==> src/rtl/spi_frame_sequencer_if.sv <==
// rtl/spi_frame_sequencer_if.sv - command and SPI pin bundle for the frame sequencer
interface spi_frame_sequencer_if #(
    parameter int DATA_W = 16
);
    logic              cmd_valid;
    logic [DATA_W-1:0] cmd_data;
    logic              cmd_ready;
    logic              sclk;
    logic              mosi;
    logic              cs_n;
    logic              wait_en;
    logic              wait_trig;
    logic              busy;
    logic              frame_done;

    modport master (
        input  cmd_valid, cmd_data, wait_trig,
        output cmd_ready, sclk, mosi, cs_n, wait_en, busy, frame_done
    );

    modport slave (
        output cmd_valid, cmd_data, wait_trig,
        input  cmd_ready, sclk, mosi, cs_n, wait_en, busy, frame_done
    );
endinterface

==> src/rtl/spi_frame_sequencer.sv <==
// rtl/spi_frame_sequencer.sv - mode-0 SPI master shifting one command word per frame with gap-timer handshake
module spi_frame_sequencer #(
    parameter int DATA_W  = 16,
    parameter int CLK_DIV = 4
) (
    input  logic                  clk,
    input  logic                  rst,
    spi_frame_sequencer_if.master bus
);
    localparam int DIV_W = $clog2(CLK_DIV) + 1;
    localparam int BIT_W = $clog2(DATA_W) + 1;
    localparam logic [DIV_W-1:0] DIV_LAST = DIV_W'(CLK_DIV - 1);
    localparam logic [BIT_W-1:0] BIT_LAST = BIT_W'(DATA_W - 1);

    typedef enum logic [2:0] {IDLE, SETUP, SHIFT, HOLD, GAP} state_t;

    state_t            state;
    logic [DIV_W-1:0]  div_cnt;
    logic [BIT_W-1:0]  bit_cnt;
    // Holds only the bits not yet on mosi; the MSB goes straight to mosi at accept.
    logic [DATA_W-2:0] shreg;
    logic              div_tc;

    assign div_tc        = (div_cnt == DIV_LAST);
    assign bus.cmd_ready = (state == IDLE);
    assign bus.busy      = (state != IDLE);

    always_ff @(posedge clk or posedge rst) begin
        if (rst) begin
            state          <= IDLE;
            div_cnt        <= '0;
            bit_cnt        <= '0;
            shreg          <= '0;
            bus.sclk       <= 1'b0;
            bus.mosi       <= 1'b0;
            bus.cs_n       <= 1'b1;
            bus.wait_en    <= 1'b0;
            bus.frame_done <= 1'b0;
        end else begin
            bus.frame_done <= 1'b0;
            case (state)
                IDLE: begin
                    if (bus.cmd_valid) begin
                        shreg    <= bus.cmd_data[DATA_W-2:0];
                        bus.mosi <= bus.cmd_data[DATA_W-1];
                        bus.cs_n <= 1'b0;
                        div_cnt  <= '0;
                        bit_cnt  <= '0;
                        state    <= SETUP;
                    end
                end
                SETUP: begin
                    if (div_tc) begin
                        div_cnt <= '0;
                        state   <= SHIFT;
                    end else begin
                        div_cnt <= div_cnt + DIV_W'(1);
                    end
                end
                SHIFT: begin
                    if (div_tc) begin
                        div_cnt <= '0;
                        if (!bus.sclk) begin
                            bus.sclk <= 1'b1;
                        end else begin
                            // Falling edge: advance to the next bit or finish after the last one.
                            bus.sclk <= 1'b0;
                            if (bit_cnt == BIT_LAST) begin
                                bus.mosi <= 1'b0;
                                state    <= HOLD;
                            end else begin
                                bit_cnt  <= bit_cnt + BIT_W'(1);
                                bus.mosi <= shreg[DATA_W-2];
                                shreg    <= shreg << 1;
                            end
                        end
                    end else begin
                        div_cnt <= div_cnt + DIV_W'(1);
                    end
                end
                HOLD: begin
                    if (div_tc) begin
                        div_cnt     <= '0;
                        bus.cs_n    <= 1'b1;
                        bus.wait_en <= 1'b1;
                        state       <= GAP;
                    end else begin
                        div_cnt <= div_cnt + DIV_W'(1);
                    end
                end
                GAP: begin
                    if (bus.wait_trig) begin
                        bus.wait_en    <= 1'b0;
                        bus.frame_done <= 1'b1;
                        state          <= IDLE;
                    end
                end
                default: state <= IDLE;
            endcase
        end
    end
endmodule

==> src/flat_wrapper.sv <==
// flat-port wrapper written by rule: the top's interface ports become plain ports
module spi_frame_sequencer_flat 
#(
    parameter int DATA_W  = 16,
    parameter int CLK_DIV = 4
)
  (clk, rst, bus_cmd_valid, bus_cmd_data, bus_wait_trig, bus_cmd_ready, bus_sclk, bus_mosi, bus_cs_n, bus_wait_en, bus_busy, bus_frame_done);
  spi_frame_sequencer_if #(.DATA_W(DATA_W)) bus_i ();
  input  logic clk;
  input  logic rst;
  input wire logic [$bits(bus_i.cmd_valid)-1:0] bus_cmd_valid;
  input wire logic [$bits(bus_i.cmd_data)-1:0] bus_cmd_data;
  input wire logic [$bits(bus_i.wait_trig)-1:0] bus_wait_trig;
  output wire logic [$bits(bus_i.cmd_ready)-1:0] bus_cmd_ready;
  output wire logic [$bits(bus_i.sclk)-1:0] bus_sclk;
  output wire logic [$bits(bus_i.mosi)-1:0] bus_mosi;
  output wire logic [$bits(bus_i.cs_n)-1:0] bus_cs_n;
  output wire logic [$bits(bus_i.wait_en)-1:0] bus_wait_en;
  output wire logic [$bits(bus_i.busy)-1:0] bus_busy;
  output wire logic [$bits(bus_i.frame_done)-1:0] bus_frame_done;
  assign bus_i.cmd_valid = bus_cmd_valid;
  assign bus_i.cmd_data = bus_cmd_data;
  assign bus_i.wait_trig = bus_wait_trig;
  assign bus_cmd_ready = bus_i.cmd_ready;
  assign bus_sclk = bus_i.sclk;
  assign bus_mosi = bus_i.mosi;
  assign bus_cs_n = bus_i.cs_n;
  assign bus_wait_en = bus_i.wait_en;
  assign bus_busy = bus_i.busy;
  assign bus_frame_done = bus_i.frame_done;
  spi_frame_sequencer #(.DATA_W(DATA_W), .CLK_DIV(CLK_DIV)) u_core (.clk(clk), .rst(rst), .bus(bus_i));
endmodule
==> config.mk <==
export PLATFORM = sky130hd
export DESIGN_NAME = spi_frame_sequencer_flat
export DESIGN_NICKNAME = d
export VERILOG_FILES = /design/src/rtl/spi_frame_sequencer_if.sv /design/src/rtl/spi_frame_sequencer.sv /design/src/flat_wrapper.sv
export SDC_FILE = /design/constraint.sdc
export NUM_CORES = 1
export LEC_CHECK = 0
export ABC_AREA = 1
export BUFFER_PORTS_ARGS = -buffer_cell sky130_fd_sc_hd__buf_2
export CELL_PAD_IN_SITES_DETAIL_PLACEMENT = 1
export CELL_PAD_IN_SITES_GLOBAL_PLACEMENT = 1
export CORE_UTILIZATION = 35
export DETAILED_ROUTE_END_ITERATION = 16
export PLACE_DENSITY_LB_ADDON = 0.08
export REMOVE_ABC_BUFFERS = 1
export SLEW_MARGIN = 40
export SYNTH_ARGS = -nofsm -noshare
export SYNTH_HDL_FRONTEND = slang
export SYNTH_SLANG_ARGS = --single-unit
==> constraint.sdc <==
create_clock -name clk -period 1.7 [get_ports clk]
set_input_delay 0.34 -clock clk [delete_from_list [all_inputs] [get_ports clk]]
set_output_delay 0.34 -clock clk [all_outputs]
set_load 0.05 [all_outputs]
==> reports/results.ini <==
[power]
ir_drop_mv = 0.6994
power_density_nw_per_um2 = 2126
leakagePower_nw = 1.171
p_total_w = 0.004510

[logic_synthesis]
synth-edff-count = 0
yosys.area.top_type = dfrtp_1
synth_cell_types = 26
netlist_instances = 228
ys_seq_area_share_pct = 46.41
synthTopCellsByArea = dfrtp_1 45%, nand2_1 26%, inv_1 3.8%, nand3_1 2.4%, o21ai_0 2.4%
avgSynthCellArea_um2 = 7.343
synth-seq-cells = 31
async_flop_share_pct = 100.0
syn-cell-area_um2 = 1674
ys_warn_count = 0
synth_top_area_share_pct = 44.84
synth_top_flop_cell = dfrtp_1

[critical_path]
cp_cell_sequence = nor2_4, nand2_4, inv_2, clkbuf_4
rr_endpoint = u_core.bit_cnt[1]$_DFFE_PP0P_
required_ps = 1360
cp_data_arrival_time_ps = 1290
crit_family = flip-flops
crit_type = reg -> out
ff2ff_path_depth = 10
slowest_delay_ps = 480
path_buf_inv = 2
critPathMaxFanout = 8
critPathCaptureType = output pin
r2r_slack_ps = 70
cp_slowest_cell = dfrtp_2
cp-start-kind = flip-flop
r2r-start = u_core.bit_cnt[1]$_DFFE_PP0P_

[placed_design]
gp_congestion = 0.7395
io_buffers = 26
dp_hpwl_um = 3032
placed_area_um2 = 1894

[drt]
wl_met2_um = 2232
first_iter_violations = 25
drc = 0
wl_per_cell_um = 13.46
drtPass1Iterations = 4
wl_um = 4333
routed_via_density = 4.724
num_vias = 1521
top_layer = met4
ant_nets = 0
wl_met3_um = 94
m1WireLength_um = 1972

[global_route]
grt_pass1_vias = 1515
gr-usage-all-layers_pct = 17.87
antenna_found_initial = 0
grt-ovfl-total = 0
grt_pass1_wl_um = 7072
grt_start_max_net_pins = 32

[cells_and_area]
layout_common_cells = 114 x nand2_1, 28 x dfrtp_1, 25 x buf_2, 16 x inv_1, 10 x buf_4
multi_input_area_um2 = 784.5
nNetsFinal = 292
post-route-util_pct = 47.40
final_area_um2 = 2121
diodes = 0
syn_to_final_growth_pct = 26.68
nFillCells = 574
seq_area_um2 = 779.5
mostFrequentLayoutCell = nand2_1
drive_above_1_share_pct = 27.41

[floorplan]
core_area_um2 = 4474
fp.dieArea_um2 = 5064
die_h_um = 71.16
die_w_um = 71.16
rows = 24
start_util_pct = 37.42
pin_count = 27

[clock_network]
clk_latency_ps = 280
cts.sinks = 31
clk_pin_slew_worst_paths_ps = 70
numCtsBuffers = 5
cts_buffer_depth = 2
cts_tree = done
cts_max_level = 2
root_buffer = clkbuf_8

[timing]
final.period_utilization_pct = 96.08
setup_viol = 0
hold_viol = 0
max_clock_freq_mhz = 612.2
max_slew_margin_pct = 81.56
finalHoldWorstSlack_ps = 84.03
tightest_slew_ps = 276.7
report.final.slew_viol_count = 0
fin_crit_ps = 1633
rsz0062_at_grt = yes
finalClockSkew_ps = 8.194

[status]
status = finished, final reports clean

[min_path]
holdCritPathClass = in -> async

[flow_run]
drv_cap = 0

-- stage by stage --
step | TNS [ps] | setup WS, ps | cells
6_report | 0 | 66.61 | 322
5_1_grt | -147.5 | -27.67 | 322
2_1_floorplan | 0 | 57.49 | 221
3_3_place_gp | 0 | 43.78 | 308
3_5_place_dp | -6.032 | -6.032 | 308
4_1_cts | 0 | 9.601 | 318
-- where the power goes --
group / internal (W) / switching (W) / leakage, nW / total, W
clock: 0.000586 / 0.000280 / 0.0654 / 0.000866
sequential: 0.00105 / 0.000227 / 0.391 / 0.00128
combinational: 0.000855 / 0.00151 / 0.715 / 0.00236
total: 0.00250 / 0.00201 / 1.17 / 0.00451
-- metal layers --
layer | vias to the layer above | global-route usage, %
met5 | - | 0
met4 | 0 | 4.000
met3 | 4 | 3.846
met2 | 14 | 31.64
met1 | 723 | 22.26
li1 | 780 | -
-- synth_stat cells (2+ instances only) --
master and number:
nor2_4 2, inv_2 2, nand3_1 8, inv_1 17, nor3_1 2, inv_4 2
buf_2 2, o21ai_1 5, nor2_1 9, ha_1 3, o21ai_0 8, dfrtp_1 30
nand2_1 117, buf_6 2, buf_4 3, a21oi_1 4, nand2_2 3
-- cell families (layout without fill, tap and decap cells) --
| kind of cell | after synthesis | count (layout) | share of synthesized area [%] |
|---|---|---|---|
| AO/OA/AOI/OAI | 19 | 19 | 5.979 |
| adder cells (fa/ha/maj) | 3 | 3 | 2.242 |
| buffers and inverters | 28 | 70 | 8.296 |
| flip-flops | 31 | 31 | 46.41 |
| AND/OR/NAND/NOR | 147 | 147 | 37.07 |
-- how the worst max path moves through the flow --
stage,start,endpoint,slack [ps],cells past startpoint
2_1_floorplan,u_core.bit_cnt[0]$_DFFE_PP0P_,u_core.shreg[10]$_DFFE_PP0P_,60,10
3_3_place_gp,u_core.bit_cnt[0]$_DFFE_PP0P_,u_core.shreg[2]$_DFFE_PP0P_,40,10
3_5_place_dp,u_core.bit_cnt[0]$_DFFE_PP0P_,u_core.shreg[12]$_DFFE_PP0P_,-6,10
4_1_cts,u_core.state[0]$_DFFE_PP0P_,bus_cmd_ready,10,4
5_1_grt,u_core.bit_cnt[0]$_DFFE_PP0P_,u_core.bit_cnt[1]$_DFFE_PP0P_,-30,10
6_report,u_core.state[1]$_DFFE_PP0P_,bus_cmd_ready,70,4
-- sequential cells by signal, summed over array words and instances (netlist names) --
register,cells
u_core.bus.frame_done,1
u_core.bus.mosi,1
u_core.div_cnt,3
u_core.state,3
u_core.bus.wait_en,1
u_core.bit_cnt,5
u_core.shreg,15
u_core.bus.sclk,1
u_core.bus.cs_n,1
-- worst reg2reg max path, delay by kind of cell, from the launching register on --
| family | cells | cell delay [ps] |
|---|---|---|
| flip-flops | 1 | 380 |
| AND/OR/NAND/NOR | 4 | 430 |
| adder cells (fa/ha/maj) | 2 | 360 |
| buffers and inverters | 2 | 240 |
| AO/OA/AOI/OAI | 2 | 110 |
-- area by class of cell --
type                       count  share of cell area [%]
clock buffer                   6                   3.422
clock inverter                 2                   2.832
inverter                      21                   4.071
multi-input combinational    169                   36.99
sequential                    31                   36.76
tap                           52                   3.068
timing repair buffer          41                   12.86
-- timing repair --
| item | 4_1_cts | 5_1_grt |
|---|---|---|
| cloned | 0 | 2 |
| hold endpoints to repair | 0 | 0 |
| buffers inserted | 2 | 2 |
| resized for setup | 1 | 20 |
| setup endpoints to repair | 15 | 22 |
| pin swaps | 0 | 5 |
| hold buffers | 0 | 0 |
No activity file was read; power rests on OpenSTA's default activity.
